==> src/rtl/cgra_rd_arb_pkg.sv <==
// Shared types and constants for the CGRA read-channel arbiter.
// Default sizing matches the 4 input nodes plus the configuration loader.
package cgra_rd_arb_pkg;

  typedef enum logic {
    IDLE  = 1'b0,
    ISSUE = 1'b1
  } arb_state_e;

  localparam int NUM_REQ_DEF = 5;
  localparam int IDX_W       = $clog2(NUM_REQ_DEF);

  localparam logic [1:0] OKAY   = 2'b00;
  localparam logic [1:0] SLVERR = 2'b10;

  // Index width that stays legal for a single requester.
  function automatic int idx_width(input int n);
    return (n > 1) ? $clog2(n) : 1;
  endfunction

endpackage

==> src/rtl/cgra_idx_fifo.sv <==
// In-order FIFO of requester indices for outstanding reads; depth must be a power of 2.
// Pointers wrap naturally at DEPTH, the count distinguishes full from empty.
module cgra_idx_fifo #(
  parameter int WIDTH = 3,
  parameter int DEPTH = 4
) (
  input  logic                       clk_i,
  input  logic                       rst_i,
  input  logic                       clear_i,
  input  logic                       push_i,
  input  logic [WIDTH-1:0]           data_i,
  input  logic                       pop_i,
  output logic [WIDTH-1:0]           data_o,
  output logic [$clog2(DEPTH+1)-1:0] count_o,
  output logic                       full_o,
  output logic                       empty_o
);

  localparam int PTR_W = $clog2(DEPTH);
  localparam int CNT_W = $clog2(DEPTH + 1);

  logic [WIDTH-1:0] mem_q [DEPTH];
  logic [PTR_W-1:0] wr_ptr_q, wr_ptr_d;
  logic [PTR_W-1:0] rd_ptr_q, rd_ptr_d;
  logic [CNT_W-1:0] count_q, count_d;
  logic             push_en, pop_en;

  assign full_o  = (count_q == CNT_W'(DEPTH));
  assign empty_o = (count_q == '0);
  assign count_o = count_q;
  assign data_o  = mem_q[rd_ptr_q];

  assign push_en = push_i && !full_o;
  assign pop_en  = pop_i && !empty_o;

  always_comb begin
    wr_ptr_d = wr_ptr_q;
    rd_ptr_d = rd_ptr_q;
    count_d  = count_q;
    if (push_en) wr_ptr_d = wr_ptr_q + PTR_W'(1);
    if (pop_en)  rd_ptr_d = rd_ptr_q + PTR_W'(1);
    unique case ({push_en, pop_en})
      2'b10:   count_d = count_q + CNT_W'(1);
      2'b01:   count_d = count_q - CNT_W'(1);
      default: count_d = count_q;
    endcase
    if (clear_i) begin
      wr_ptr_d = '0;
      rd_ptr_d = '0;
      count_d  = '0;
    end
  end

  always_ff @(posedge clk_i or posedge rst_i) begin
    if (rst_i) begin
      wr_ptr_q <= '0;
      rd_ptr_q <= '0;
      count_q  <= '0;
    end else begin
      wr_ptr_q <= wr_ptr_d;
      rd_ptr_q <= rd_ptr_d;
      count_q  <= count_d;
    end
  end

  // Storage needs no reset: entries are only read once the count says they were written.
  always_ff @(posedge clk_i) begin
    if (push_en && !clear_i) mem_q[wr_ptr_q] <= data_i;
  end

endmodule

==> src/rtl/cgra_rd_arbiter.sv <==
// Round-robin sharing of the CGRA AXI-Lite read channel among NUM_REQ streamers.
// Define CGRA_RD_ARB_PERF_EN to add per-requester grant counters and a full-stall counter.
module cgra_rd_arbiter
  import cgra_rd_arb_pkg::*;
#(
  parameter int NUM_REQ    = NUM_REQ_DEF,
  parameter int ADDR_WIDTH = 32,
  parameter int DATA_WIDTH = 32,
  parameter int MAX_OUTST  = 4
) (
  input  logic                          clk_i,
  input  logic                          rst_i,
  input  logic                          clear_i,
  input  logic [NUM_REQ*ADDR_WIDTH-1:0] req_ar_addr_i,
  input  logic [NUM_REQ-1:0]            req_ar_valid_i,
  output logic [NUM_REQ-1:0]            req_ar_ready_o,
  output logic [DATA_WIDTH-1:0]         req_r_data_o,
  output logic [1:0]                    req_r_resp_o,
  output logic [NUM_REQ-1:0]            req_r_valid_o,
  input  logic [NUM_REQ-1:0]            req_r_ready_i,
  output logic [ADDR_WIDTH-1:0]         mst_ar_addr_o,
  output logic                          mst_ar_valid_o,
  input  logic                          mst_ar_ready_i,
  input  logic [DATA_WIDTH-1:0]         mst_r_data_i,
  input  logic [1:0]                    mst_r_resp_i,
  input  logic                          mst_r_valid_i,
  output logic                          mst_r_ready_o,
  output logic                          outst_full_o,
  output logic                          proto_err_o
`ifdef CGRA_RD_ARB_PERF_EN
  ,
  output logic [NUM_REQ*32-1:0]         grant_cnt_o,
  output logic [31:0]                   wait_cnt_o
`endif
);

  localparam int REQ_IDX_W = idx_width(NUM_REQ);
  localparam int CNT_W     = $clog2(MAX_OUTST + 1);

  arb_state_e             state_q, state_d;
  logic [REQ_IDX_W-1:0]   rr_ptr_q, rr_ptr_d;
  logic [REQ_IDX_W-1:0]   win_idx_q, win_idx_d;
  logic [ADDR_WIDTH-1:0]  ar_addr_q, ar_addr_d;
  logic                   ar_valid_q, ar_valid_d;
  logic                   proto_err_q, proto_err_d;

  logic                   grant_found;
  logic [REQ_IDX_W-1:0]   grant_idx;
  logic                   can_grant;
  logic                   ar_hs;
  logic                   r_pop;
  logic [REQ_IDX_W-1:0]   head_idx;
  logic [CNT_W-1:0]       fifo_count;
  logic                   fifo_full;
  logic                   fifo_empty;
  int                     cand;

  // Search starts at rr_ptr and wraps, so the last winner becomes lowest priority.
  always_comb begin
    grant_found = 1'b0;
    grant_idx   = '0;
    cand        = 0;
    for (int i = 0; i < NUM_REQ; i++) begin
      cand = int'(rr_ptr_q) + i;
      if (cand >= NUM_REQ) cand = cand - NUM_REQ;
      if (!grant_found && req_ar_valid_i[cand]) begin
        grant_found = 1'b1;
        grant_idx   = REQ_IDX_W'(cand);
      end
    end
  end

  assign can_grant = (state_q == IDLE) && grant_found && !clear_i && !rst_i &&
                     (fifo_count < CNT_W'(MAX_OUTST));
  assign ar_hs     = ar_valid_q && mst_ar_ready_i;

  always_comb begin
    req_ar_ready_o = '0;
    if (can_grant) req_ar_ready_o[grant_idx] = 1'b1;
  end

  always_comb begin
    state_d     = state_q;
    rr_ptr_d    = rr_ptr_q;
    win_idx_d   = win_idx_q;
    ar_addr_d   = ar_addr_q;
    ar_valid_d  = ar_valid_q;
    proto_err_d = proto_err_q | (mst_r_valid_i && fifo_empty);
    unique case (state_q)
      IDLE: begin
        if (can_grant) begin
          state_d    = ISSUE;
          win_idx_d  = grant_idx;
          ar_addr_d  = req_ar_addr_i[grant_idx*ADDR_WIDTH +: ADDR_WIDTH];
          ar_valid_d = 1'b1;
        end
      end
      ISSUE: begin
        if (ar_hs) begin
          state_d    = IDLE;
          ar_valid_d = 1'b0;
          rr_ptr_d   = (int'(win_idx_q) == NUM_REQ - 1) ? '0 : win_idx_q + REQ_IDX_W'(1);
        end
      end
      default: state_d = IDLE;
    endcase
    if (clear_i) begin
      state_d     = IDLE;
      rr_ptr_d    = '0;
      win_idx_d   = '0;
      ar_addr_d   = '0;
      ar_valid_d  = 1'b0;
      proto_err_d = 1'b0;
    end
  end

  always_ff @(posedge clk_i or posedge rst_i) begin
    if (rst_i) begin
      state_q     <= IDLE;
      rr_ptr_q    <= '0;
      win_idx_q   <= '0;
      ar_addr_q   <= '0;
      ar_valid_q  <= 1'b0;
      proto_err_q <= 1'b0;
    end else begin
      state_q     <= state_d;
      rr_ptr_q    <= rr_ptr_d;
      win_idx_q   <= win_idx_d;
      ar_addr_q   <= ar_addr_d;
      ar_valid_q  <= ar_valid_d;
      proto_err_q <= proto_err_d;
    end
  end

  assign mst_ar_addr_o  = ar_addr_q;
  assign mst_ar_valid_o = ar_valid_q;
  assign proto_err_o    = proto_err_q;
  assign outst_full_o   = fifo_full;

  cgra_idx_fifo #(
    .WIDTH (REQ_IDX_W),
    .DEPTH (MAX_OUTST)
  ) u_idx_fifo (
    .clk_i   (clk_i),
    .rst_i   (rst_i),
    .clear_i (clear_i),
    .push_i  (ar_hs),
    .data_i  (win_idx_q),
    .pop_i   (r_pop),
    .data_o  (head_idx),
    .count_o (fifo_count),
    .full_o  (fifo_full),
    .empty_o (fifo_empty)
  );

  // R beats belong to the oldest outstanding read; with nothing outstanding they are refused.
  always_comb begin
    req_r_valid_o = '0;
    mst_r_ready_o = 1'b0;
    if (!fifo_empty) begin
      req_r_valid_o[head_idx] = mst_r_valid_i;
      mst_r_ready_o           = req_r_ready_i[head_idx];
    end
  end

  assign r_pop        = mst_r_valid_i && mst_r_ready_o;
  assign req_r_data_o = mst_r_data_i;
  assign req_r_resp_o = mst_r_resp_i;

`ifdef CGRA_RD_ARB_PERF_EN
  logic [31:0] grant_cnt_q [NUM_REQ];
  logic [31:0] grant_cnt_d [NUM_REQ];
  logic [31:0] wait_cnt_q, wait_cnt_d;

  // Both counters saturate instead of wrapping so software never sees a false small value.
  always_comb begin
    for (int i = 0; i < NUM_REQ; i++) begin
      grant_cnt_d[i] = grant_cnt_q[i];
      if (req_ar_ready_o[i] && (grant_cnt_q[i] != 32'hFFFF_FFFF))
        grant_cnt_d[i] = grant_cnt_q[i] + 32'd1;
      if (clear_i) grant_cnt_d[i] = '0;
    end
    wait_cnt_d = wait_cnt_q;
    if ((|req_ar_valid_i) && fifo_full && (wait_cnt_q != 32'hFFFF_FFFF))
      wait_cnt_d = wait_cnt_q + 32'd1;
    if (clear_i) wait_cnt_d = '0;
  end

  always_ff @(posedge clk_i or posedge rst_i) begin
    if (rst_i) begin
      for (int i = 0; i < NUM_REQ; i++) grant_cnt_q[i] <= '0;
      wait_cnt_q <= '0;
    end else begin
      for (int i = 0; i < NUM_REQ; i++) grant_cnt_q[i] <= grant_cnt_d[i];
      wait_cnt_q <= wait_cnt_d;
    end
  end

  for (genvar g = 0; g < NUM_REQ; g++) begin : g_grant_cnt
    assign grant_cnt_o[g*32 +: 32] = grant_cnt_q[g];
  end
  assign wait_cnt_o = wait_cnt_q;
`endif

endmodule

==> config.mk <==
export PLATFORM = sky130hd
export DESIGN_NAME = cgra_rd_arbiter
export DESIGN_NICKNAME = d
export VERILOG_FILES = /design/src/rtl/cgra_rd_arb_pkg.sv /design/src/rtl/cgra_idx_fifo.sv /design/src/rtl/cgra_rd_arbiter.sv
export SDC_FILE = /design/constraint.sdc
export NUM_CORES = 1
export LEC_CHECK = 0
export CORE_UTILIZATION = 40
export CTS_CLUSTER_DIAMETER = 150
export CTS_CLUSTER_SIZE = 14
export DETAILED_ROUTE_END_ITERATION = 6
export PLACE_DENSITY = 0.81
export SLEW_MARGIN = 20
export SYNTH_ARGS = -nofsm -noshare
export SYNTH_HDL_FRONTEND = slang
export SYNTH_SLANG_ARGS = --single-unit
export TNS_END_PERCENT = 50
==> constraint.sdc <==
create_clock -name clk_i -period 6.9 [get_ports clk_i]
set_input_delay 1.035 -clock clk_i [delete_from_list [all_inputs] [get_ports clk_i]]
set_output_delay 1.035 -clock clk_i [all_outputs]
set_load 0.01 [all_outputs]
==> qor.csv, run 1 <==
metric;value;unit
r2r startpoint;rr_ptr_q[1]$_DFFE_PP0P_;
Async SR Flop Fraction;80.0;%
worst slew pin tran;0.878;ns
initial antenna violation count;0;
RSZ-0062 raised after global routing;no;
NetSw;0.000529;W
maxcap violations;0;
clock buffer depth;2;
Clock power frac;32.0;%
Clock Sink Count;60;
largest net degree at the start of global routing;49;
share of cells above drive strength 1;10.5;%
final setup violation count;0;
Root Buffer;clkbuf_16;
sequential share of the synthesized area;28.4;%
reg-to-reg slack, setup;1.73;ns
CP endpoint kind;output port;
Combinational Power Share;40.3;%
Post-synth EDFFs;12;
Routed Antenna Nets;0;
die width;119;µm
Lkg Pwr;3.21;nW
Starting DRT DRC Count;386;
WL/cell;20.2;µm
die area;14200;µm²
CTS resizes;0;
Antenna Diode Count;0;
Setup crit end;req_ar_ready_o[1];
Worst VDD drop;0.149;mV
total core area;13300;µm²
#FFs+latches synth;60;
area grow syn2layout;43.4;%
RR Endpoint;mst_ar_addr_o[21]$_DFFE_PP0P_;
CTS buffer count;9;
standard-cell rows;42;
Routed Wire Length;19.0;mm
Max Fanout on Critical Path;34;
Period Utilization, post-route;89.2;%
# DRC;0;
clk_lat worst skew;0.32;ns
CTS tree;built;
H-tree depth;3;
vias per cell;5.97;
Pre-antenna DRT Iters;5;
Rel. slew slack;41.4;%
fin crit period;6.15;ns
mapped cell area;5510;µm²
Hold Violations, Final;0;
CP Data Arrival Time;5.12;ns
Total GRT Usage;26.8;%
worst hold margin;0.498;ns
status;finished clean;
Port Buffers;220;
PwrDens;207;nW/µm²
first-pass GRT wire length;30.0;mm
Setup CP Type;reg -> out;
setup bufs post-CTS;0;
yosys warns;0;
setup_tns;0;ns
CP Launch Type;flop;
Avg Synthesized Cell Area;9.19;µm²
Main synth FF type;dfrtp_1;
net count after synthesis;828;
final net count;988;
Crit. Startpoint;rr_ptr_q[1]$_DFFE_PP0P_;
post-DP HPWL;14.3;mm
Clock transition at path regs;0.05;ns
grt total ovfl;0;
Power Internal;0.00110;W
vias in the first global route;5669;
Fmax;0.163;GHz
Die Y;119;µm
required time of the critical path;5.86;ns
synthesized instance count;599;
vias;5614;
GPL Wtd Cong;0.929;
worst clock skew;0.00646;ns
r2r worst-path depth;15;
fin. max-slew vios;0;
Flop pwr share;27.7;%
Synth cell types;67;
# fillers;1147;
Initial Util;41.2;%
switch share;32.5;%
Top Ports;289;
Min-Delay Path Class;reg -> reg;
# hold bufs at CTS;0;
==> metal layers <==
layer / wire length [µm] / part of all wire, % / GRT usage, % / up-vias
met3: 1780 / 9.4 / 6.56 / 47
met1: 7420 / 39 / 33.9 / 2675
met5: 0 / 0 / 0 / -
li1: - / - / - / 2553
met4: 667 / 3.5 / 10.4 / 0
met2: 9130 / 48 / 43.8 / 339
==> power groups by stage <==
| stage | logic [W] | clock network, W | registers (W) |
|---|---|---|---|
| after floorplan | 0.000387 | 0 | 0.000462 |
| after global placement | 0.000642 | 0 | 0.000454 |
| after detailed placement | 0.000655 | 0 | 0.000454 |
| after CTS | 0.000657 | 0.000529 | 0.000451 |
| after global routing | 0.000703 | 0.000546 | 0.000457 |
| final | 0.000657 | 0.000522 | 0.000451 |
==> worst max-delay path, stage by stage (launching register included) <==
cell and delay [ns]:
dfrtp_1 0.52, inv_1 0.33, ha_1 0.21, inv_1 0.04
ha_1 0.38, o31a_1 0.34, o22ai_1 0.42, mux2i_1 0.30
nor3b_1 0.35, o21bai_1 0.13, or4b_1 0.54, buf_4 0.27
and3_2 0.29, nor2_1 0.11, clkdlybuf4s50_1 0.54
==> stage by stage <==
| step | std cells | area (µm²) | setup WS [ns] | power [W] | utilization, % |
|---|---|---|---|---|---|
| 3_5_place_dp | 924 | 7550 | 1.16 | 0.00111 | 56.6 |
| 5_1_grt | 940 | 7890 | 0.427 | 0.00171 | 59.1 |
| 2_1_floorplan | 599 | 5510 | 2.00 | 0.000849 | - |
| 4_1_cts | 940 | 7890 | 0.803 | 0.00164 | 59.1 |
| 3_3_place_gp | 924 | 7550 | 1.26 | 0.00110 | 56.6 |
| 6_report | 940 | 7890 | 0.748 | 0.00163 | 59.1 |
==> area by class of cell <==
class | instances | area (µm²) | area share (%)
timing repair buffer | 232 | 2290 | 29.0
clock buffer | 10 | 229 | 2.90
tap | 176 | 220 | 2.79
multi-input combinational | 408 | 3300 | 41.8
clock inverter | 6 | 111 | 1.41
inverter | 48 | 181 | 2.30
sequential | 60 | 1560 | 19.8
==> synthesized netlist by cell type (5+ instances only) <==
cell	n	area, µm²
a21oi_1	11	55.1
a311oi_2	28	420
buf_4	38	285
a21boi_0	32	240
mux4_2	5	113
dfrtp_1	48	1200
a211oi_1	6	45.0
o21ai_0	8	40.0
ha_1	19	238
nand3_1	11	55.1
nor3_1	6	30.0
nor2_1	22	82.6
buf_2	8	40.0
and3_1	10	62.6
nor2b_1	6	37.5
buf_6	5	56.3
nand2b_1	8	50.1
a311oi_1	5	43.8
clkbuf_1	32	120
o221ai_1	33	289
a31oi_1	34	213
inv_1	47	176
nand2_1	46	173
edfxtp_1	12	360
xnor2_1	7	61.3
mux2i_1	42	420
==> cell families after synthesis <==
group,Yosys count,synth area share (%)
simple gates,133,12.1
buf+inv,131,12.4
flops,60,28.4
mux,50,10.3
xor+xnor,9,1.43
compound gates,196,30.7
fa+ha+maj,20,4.68
==> worst min path at each step <==
stage	startpoint	end	cells after the start
6_report	mst_ar_addr_o[0]$_DFFE_PP0P_	mst_ar_addr_o[0]$_DFFE_PP0P_	2
5_1_grt	mst_ar_addr_o[5]$_DFFE_PP0P_	mst_ar_addr_o[5]$_DFFE_PP0P_	2
4_1_cts	mst_ar_addr_o[0]$_DFFE_PP0P_	mst_ar_addr_o[0]$_DFFE_PP0P_	2
3_5_place_dp	mst_ar_addr_o[3]$_DFFE_PP0P_	mst_ar_addr_o[3]$_DFFE_PP0P_	2
3_3_place_gp	mst_ar_addr_o[0]$_DFFE_PP0P_	mst_ar_addr_o[0]$_DFFE_PP0P_	2
2_1_floorplan	state_q$_DFF_PP0_	state_q$_DFF_PP0_	1
==> state kept, by name, summed over array words and instances (netlist names) <==
register	count
u_idx_fifo.mem_q	12
proto_err_o	1
u_idx_fifo.wr_ptr_q	2
u_idx_fifo.count_o	3
u_idx_fifo.rd_ptr_q	2
mst_ar_addr_o	32
state_q	1
mst_ar_valid_o	1
rr_ptr_q	3
win_idx_q	3
==> cells in the final DEF (no fill, tap or decap), types with 19 or more instances in the layout <==
cell / count
nor2_1: 22
a311oi_2: 28
a21boi_0: 32
clkdlybuf4s50_1: 220
o221ai_1: 33
inv_1: 46
dfrtp_1: 48
a31oi_1: 34
ha_1: 19
mux2i_1: 42
nand2_1: 46
No activity file was read; power rests on OpenSTA's default activity.
==> inputs of run 2 (changes only) <==
PLACE_DENSITY = 0.8   (was 0.81)
SYNTH_HIERARCHICAL = 1   (was default)
==> run 2 against run 1 <==
Effect of this change:
- sequential power grew 1%
- first-iteration DRC count grew 51%
- utilization shrank 1.3 points
- final area grew 2.0%
- count of clock-buffer cells in the layout shrank 1
- critical endpoint unchanged
- largest cell class unchanged
==> qor.csv, run 2 <==
metric;value;unit;change
reg-to-reg slack, setup;1.99;ns;was 1.73 ns
Min-Delay Path Class;reg -> reg;;unchanged
switch share;35.4;%;was 32.5%
Worst VDD drop;0.100;mV;was 0.149 mV
sequential share of the synthesized area;27.1;%;was 28.4%
area grow syn2layout;40.0;%;was 43.4%
clk_lat worst skew;0.33;ns;was 0.32 ns
required time of the critical path;5.86;ns;about the same
Starting DRT DRC Count;584;;was 386
CTS tree;built;;unchanged
Avg Synthesized Cell Area;9.04;µm²;was 9.19 µm²
Pre-antenna DRT Iters;5;;unchanged
net count after synthesis;865;;was 828
largest net degree at the start of global routing;65;;was 49
Routed Antenna Nets;0;;unchanged
Top Ports;289;;unchanged
CP Data Arrival Time;4.82;ns;was 5.12 ns
Max Fanout on Critical Path;29;;was 34
fin crit period;5.86;ns;was 6.15 ns
cell taking the most area after synthesis;dfrtp_1;;unchanged
share of cells above drive strength 1;6.19;%;was 10.5%
count leader, synth;a311oi_1;;was dfrtp_1
standard-cell rows;43;;was 42
r2r startpoint;rr_ptr_q[1]$_DFFE_PP0P_;;unchanged
Root Buffer;clkbuf_16;;unchanged
grt total ovfl;0;;unchanged
first-pass GRT wire length;31.1;mm;was 30.0 mm
initial antenna violation count;0;;unchanged
vias per cell;6.29;;was 5.97
CTS buffer count;9;;unchanged
CTS resizes;0;;unchanged
commonest non-fill, non-tap cell in the layout;clkdlybuf4s50_1;;unchanged
Clock Sink Count;60;;unchanged
Clock power frac;28.7;%;was 32.0%
Combinational Power Share;41.8;%;was 40.3%
maxcap violations;0;;unchanged
worst clock skew;0.00821;ns;was 0.00646 ns
Post-synth EDFFs;12;;unchanged
worst slew pin tran;0.982;ns;was 0.878 ns
mapped cell area;5750;µm²;was 5510 µm²
fin. max-slew vios;0;;unchanged
post-DP HPWL;15.0;mm;was 14.3 mm
vias in the first global route;5883;;was 5,669
pre-CTS setup slack;1.45;ns;was 1.16 ns
RR Endpoint;mst_ar_addr_o[28]$_DFFE_PP0P_;;was mst_ar_addr_o[21]$_DFFE_PP0P_
Rel. slew slack;34.5;%;was 41.4%
Total GRT Usage;26.9;%;was 26.8%
Main synth FF type;dfrtp_1;;unchanged
Flop pwr share;29.5;%;was 27.7%
Setup CP Type;reg -> out;;unchanged
# fillers;1166;;was 1,147
synthesized instance count;636;;was 599
final net count;1016;;was 988
setup_tns;0;ns;unchanged
die width;122;µm;was 119 µm
NetSw;0.000549;W;was 0.000529 W
dpl cell area;7760;µm²;was 7550 µm²
Period Utilization, post-route;84.9;%;was 89.2%
Largest register FFs;32;;unchanged
Die Y;122;µm;was 119 µm
clock buffer depth;2;;unchanged
# DRC;0;;unchanged
Hold Crit Start;proto_err_o$_DFF_PP0_;;was mst_ar_addr_o[0]$_DFFE_PP0P_
GPL Wtd Cong;0.890;;was 0.929
hold depth;2;;unchanged
Port Buffers;220;;unchanged
WL/cell;21.1;µm;was 20.2 µm
Hold Violations, Final;0;;unchanged
final worst slack;1.04;ns;was 0.748 ns
PwrDens;192;nW/µm²;was 207 nW/µm²
#FFs+latches synth;60;;unchanged
Endpoint, Worst Hold;proto_err_o$_DFF_PP0_;;was mst_ar_addr_o[0]$_DFFE_PP0P_
setup bufs post-CTS;0;;unchanged
RSZ-0062 raised after global routing;no;;unchanged
Routed Wire Length;20.5;mm;was 19.0 mm
yosys warns;6;;was 0
Initial Util;41.3;%;was 41.2%
die area;14900;µm²;was 14,200 µm²
Clock transition at path regs;0.05;ns;about the same
Lkg Pwr;3.05;nW;was 3.21 nW
Commonest cells post-synth;64 x a311oi_1, 50 x nand2_1, 48 x dfrtp_1;;was 48 x dfrtp_1, 47 x inv_1, 46 x nand2_1
Power Internal;0.00100;W;was 0.00110 W
# hold bufs at CTS;0;;unchanged
Fmax;0.171;GHz;was 0.163 GHz
Synth cell types;69;;was 67
total core area;13900;µm²;was 13,300 µm²
status;finished clean;;unchanged
Yosys top cell area share;20.9;%;was 21.8%
most frequent cells in the layout;220 x clkdlybuf4s50_1, 64 x a311oi_1, 49 x nand2_1, 48 x dfrtp_1, 44 x mux2i_1;;was 220 x clkdlybuf4s50_1, 48 x dfrtp_1, 46 x nand2_1, 46 x inv_1, 42 x mux2i_1
r2r worst-path depth;12;;was 15
final setup violation count;0;;unchanged
H-tree depth;3;;unchanged
Async SR Flop Fraction;80.0;%;unchanged
final instance area;8050;µm²;was 7890 µm²
CP Launch Type;flop;;unchanged
CP endpoint kind;output port;;unchanged
vias;6125;;was 5,614
Crit. Startpoint;rr_ptr_q[1]$_DFFE_PP0P_;;unchanged
Synth area leaders;dfrtp_1 21%, a311oi_1 9.7%, mux2i_1 7.7%, edfxtp_1 6.3%, a2111oi_0 5.0%;;was dfrtp_1 22%, a311oi_2 7.6%, mux2i_1 7.6%, edfxtp_1 6.5%, o221ai_1 5.3%
run 2: changes by cell type after synthesis, moves of 6 or more:
cell	before	now
a31oi_1	34	2
a311oi_2	28	0
a311oi_1	5	64
inv_1	47	17
a211oi_1	6	12
a21boi_0	32	1
nor3b_1	4	38
nand3_1	11	5
o221ai_1	33	2
and3_1	10	35
a2111oi_0	0	33
run 2: how the worst max path moves through the flow:
stage / endpoint / slack [ns]
2_1_floorplan: req_ar_ready_o[0] / 2.09
3_3_place_gp: req_ar_ready_o[1] / 1.54
3_5_place_dp: req_ar_ready_o[1] / 1.45
4_1_cts: req_ar_ready_o[1] / 1.06
5_1_grt: req_ar_ready_o[1] / 0.68
6_report: req_ar_ready_o[1] / 1.04
run 2: stage by stage:
step                utilization, %  total power, W  hold WS (ns)  instances
global placement              55.7         0.00108         0.484        956
global route                  57.8         0.00162         0.545        972
CTS                           57.8         0.00155         0.517        972
finish                        57.8         0.00155         0.507        973
floorplan                        -        0.000826         0.500        636
detailed placement            55.7         0.00110         0.505        956
run 2: layout make-up:
type	instances	area, µm²	area share [%]
Inverter	17	63.8	0.792
Clock buffer	9	225	2.80
Sequential cell	60	1560	19.4
Tap cell	180	225	2.80
Multi-Input combinational cell	469	3630	45.1
Antenna cell	1	2.50	0.0311
Timing Repair Buffer	230	2280	28.3
Clock inverter	7	67.6	0.839
run 2: cells by family (layout without fill, tap and decap cells):
| kind of cell | count (synthesis) | in the layout | share of synthesized area [%] |
|---|---|---|---|
| compound gates | 183 | 183 | 26.2 |
| buf+inv | 107 | 263 | 10.3 |
| simple gates | 207 | 207 | 20.6 |
| flops | 60 | 60 | 27.1 |
| mux | 52 | 52 | 10.2 |
| xor+xnor | 7 | 7 | 1.07 |
| fa+ha+maj | 20 | 20 | 4.48 |
| other cells | 0 | 1 | 0 |
run 2: critical path, cell delays in order, from the launching register on:
cell	delay, ns
dfrtp_1	0.61
inv_1	0.26
ha_1	0.24
inv_1	0.06
ha_1	0.30
or3_1	0.42
o211a_2	0.18
o221a_1	0.28
o31a_1	0.33
a211oi_1	0.25
o221ai_1	0.19
nand2_2	0.46
and2_1	0.22
and3_1	0.15
clkdlybuf4s50_1	0.54
run 2: power groups by stage:
stage	combinational [W]	clock, W	sequential, W
finish	0.000647	0.000445	0.000457
global route	0.000691	0.000468	0.000463
CTS	0.000641	0.000449	0.000457
detailed placement	0.000637	0	0.000461
global placement	0.000624	0	0.000459
floorplan	0.000360	0	0.000466
run 2: per-layer routing:
layer  track usage, %  vias up  part of all wire (%)
met2             42.4      359                    47
met1             35.8     2943                    41
li1                 -     2778                     -
met5                0        -                     0
met3             5.71       45                   9.0
met4             10.9        0                   2.9
==> inputs of run 3 (changes only) <==
clock period = 5.64 ns   (was 6.9 ns; I/O delays follow)
==> run 3 against run 2 <==
Effect of this change:
- non-clock buffer count is 3 higher
- die area stayed put
- wire length is 1.2% higher
- critical path depth stayed put
- sequential share of layout area is 0.22 points lower
- first-iteration DRC count is 18% lower
==> qor.csv, run 3 (same netlist as run 2, synthesis figures left out) <==
metric;value;unit;change
status;finished clean;;unchanged
# fillers;1188;;was 1,166
Lkg Pwr;3.12;nW;was 3.05 nW
Routed Antenna Nets;0;;unchanged
H-tree depth;3;;unchanged
post-DP HPWL;15.3;mm;was 15.0 mm
# hold bufs at CTS;0;;unchanged
Combinational Power Share;39.1;%;was 41.8%
Initial Util;41.3;%;unchanged
GPL Wtd Cong;0.934;;was 0.890
vias;6139;;was 6,125
multi-input logic area;3630;µm²;unchanged
Max Fanout on Critical Path;31;;was 29
Port Buffers;220;;unchanged
CTS resizes;0;;unchanged
CP Data Arrival Time;4.35;ns;was 4.82 ns
CP endpoint kind;output port;;unchanged
Clock Sink Count;60;;unchanged
Antenna Diode Count;0;;was 1
Fmax;0.192;GHz;
Min-Delay Path Class;reg -> reg;;unchanged
most frequent cells in the layout;220 x clkdlybuf4s50_1, 64 x a311oi_1, 49 x nand2_1, 48 x dfrtp_1, 44 x mux2i_1;;unchanged
initial antenna violation count;0;;unchanged
clk_lat worst skew;0.33;ns;about the same
die width;122;µm;unchanged
fin. max-slew vios;0;;unchanged
NetSw;0.000676;W;was 0.000549 W
CTS buffer count;9;;unchanged
largest net degree at the start of global routing;65;;unchanged
# placed instances;959;;was 956
setup_tns;0;ns;unchanged
area grow syn2layout;41.7;%;was 40.0%
final setup violation count;0;;unchanged
grt total ovfl;0;;unchanged
vias per cell;6.30;;was 6.29
Setup CP Type;reg -> out;;unchanged
# DRC;0;;unchanged
share of cells above drive strength 1;6.79;%;was 6.19%
Finished Layout Cells;975;;was 973
Power Internal;0.00135;W;was 0.00100 W
fin crit period;5.20;ns;
CTS tree;built;;unchanged
Pre-antenna DRT Iters;5;;unchanged
Total GRT Usage;27.5;%;was 26.9%
Period Utilization, post-route;92.1;%;
Hold Violations, Final;0;;unchanged
Clock power frac;33.3;%;was 28.7%
final net count;1019;;was 1,016
switch share;33.4;%;was 35.4%
Largest register FFs;32;;unchanged
clock buffer depth;2;;unchanged
Clock transition at path regs;0.05;ns;about the same
setup bufs post-CTS;0;;unchanged
maxcap violations;0;;unchanged
Routed Wire Length;20.8;mm;was 20.5 mm
required time of the critical path;4.79;ns;was 5.86 ns
Die Y;122;µm;unchanged
worst clock skew;0.00944;ns;was 0.00821 ns
commonest non-fill, non-tap cell in the layout;clkdlybuf4s50_1;;unchanged
Starting DRT DRC Count;479;;was 584
Register Area;1560;µm²;unchanged
vias in the first global route;5867;;was 5,883
RSZ-0062 raised after global routing;no;;unchanged
PwrDens;249;nW/µm²;was 192 nW/µm²
Flop pwr share;27.6;%;was 29.5%
crit-path cells;inv_1 -> ha_1 -> inv_1 -> ha_1 -> or3_1 -> o211a_2 -> o221a_1 -> o31a_1 -> a211oi_1 -> o221ai_1 -> nand2_2 -> buf_4 -> and3_1 -> clkdlybuf4s50_1;;was inv_1 -> ha_1 -> inv_1 -> ha_1 -> or3_1 -> o211a_2 -> o221a_1 -> o31a_1 -> a211oi_1 -> o221ai_1 -> nand2_2 -> and2_1 -> and3_1 -> clkdlybuf4s50_1
first-pass GRT wire length;31.5;mm;was 31.1 mm
CP Launch Type;flop;;unchanged
Rel. slew slack;29.0;%;was 34.5%
Crit-path slowest cell;clkdlybuf4s50_1;;was dfrtp_1
Root Buffer;clkbuf_16;;unchanged
Top Ports;289;;unchanged
worst slew pin tran;1.06;ns;was 0.982 ns
peak per-stage delay on the critical path;0.53;ns;was 0.61 ns
total core area;13900;µm²;unchanged
standard-cell rows;43;;unchanged
Worst VDD drop;0.153;mV;was 0.100 mV
WL/cell;21.3;µm;was 21.1 µm
die area;14900;µm²;unchanged
-- run 3: final timing paths --
kind                                    startpoint                                 end  cells past startpoint  slack, ns
setup reg to reg           rr_ptr_q[2]$_DFFE_PP0P_       mst_ar_addr_o[17]$_DFFE_PP0P_                     12       1.05
hold / removal               proto_err_o$_DFF_PP0_               proto_err_o$_DFF_PP0_                      2       0.51
max in group asynchronous                    rst_i        mst_ar_addr_o[4]$_DFFE_PP0P_                      2       3.84
hold reg to reg              proto_err_o$_DFF_PP0_               proto_err_o$_DFF_PP0_                      2       0.51
setup / recovery           rr_ptr_q[0]$_DFFE_PP0P_                   req_ar_ready_o[0]                     14       0.44
min in group asynchronous                    rst_i  u_idx_fifo/rd_ptr_q[0]$_DFFE_PP0P_                      2       0.92
-- run 3: cell type report --
class / instances / share of cell area (%)
Multi-Input combinational cell: 469 / 44.6
Timing Repair Buffer: 233 / 28.2
Sequential cell: 60 / 19.2
Clock buffer: 10 / 3.07
Tap cell: 180 / 2.76
Clock inverter: 6 / 1.43
Inverter: 17 / 0.783
-- run 3: worst max-delay path: cells and delay by family, from the launching register on --
kind                       cells  cell delay (ns)
AOI/OAI and AO/OA              5             1.21
buffers and inverters          4             1.12
and+or+nand+nor                3             0.74
adders and majority gates      2             0.57
DFF                            1             0.37
-- run 3: layer usage --
layer / vias up / part of all wire, % / GRT usage [%]
met1: 2987 / 42 / 37.2
met5: - / 0 / 0
met3: 39 / 7.5 / 4.73
met2: 339 / 47 / 43.4
li1: 2774 / - / -
met4: 0 / 3.0 / 11.0
-- run 3: power by group through the flow --
stage,clock network (W),registers [W],logic [W]
after global placement,0,0.000563,0.000770
after detailed placement,0,0.000564,0.000785
after floorplan,0,0.000570,0.000440
final,0.000674,0.000559,0.000792
after global routing,0.000703,0.000566,0.000846
after CTS,0.000681,0.000558,0.000787
-- run 3: per-stage QoR --
step | instance area, µm² | power [W] | setup WS, ns | utilization [%] | hold slack [ns]
global route | 8150 | 0.00212 | 0.249 | 58.5 | 0.525
finish | 8150 | 0.00202 | 0.444 | 58.5 | 0.506
global placement | 7780 | 0.00133 | 0.873 | 55.8 | 0.482
detailed placement | 7780 | 0.00135 | 0.822 | 55.8 | 0.496
CTS | 8150 | 0.00203 | 0.454 | 58.5 | 0.508
floorplan | 5750 | 0.00101 | 1.02 | - | 0.500
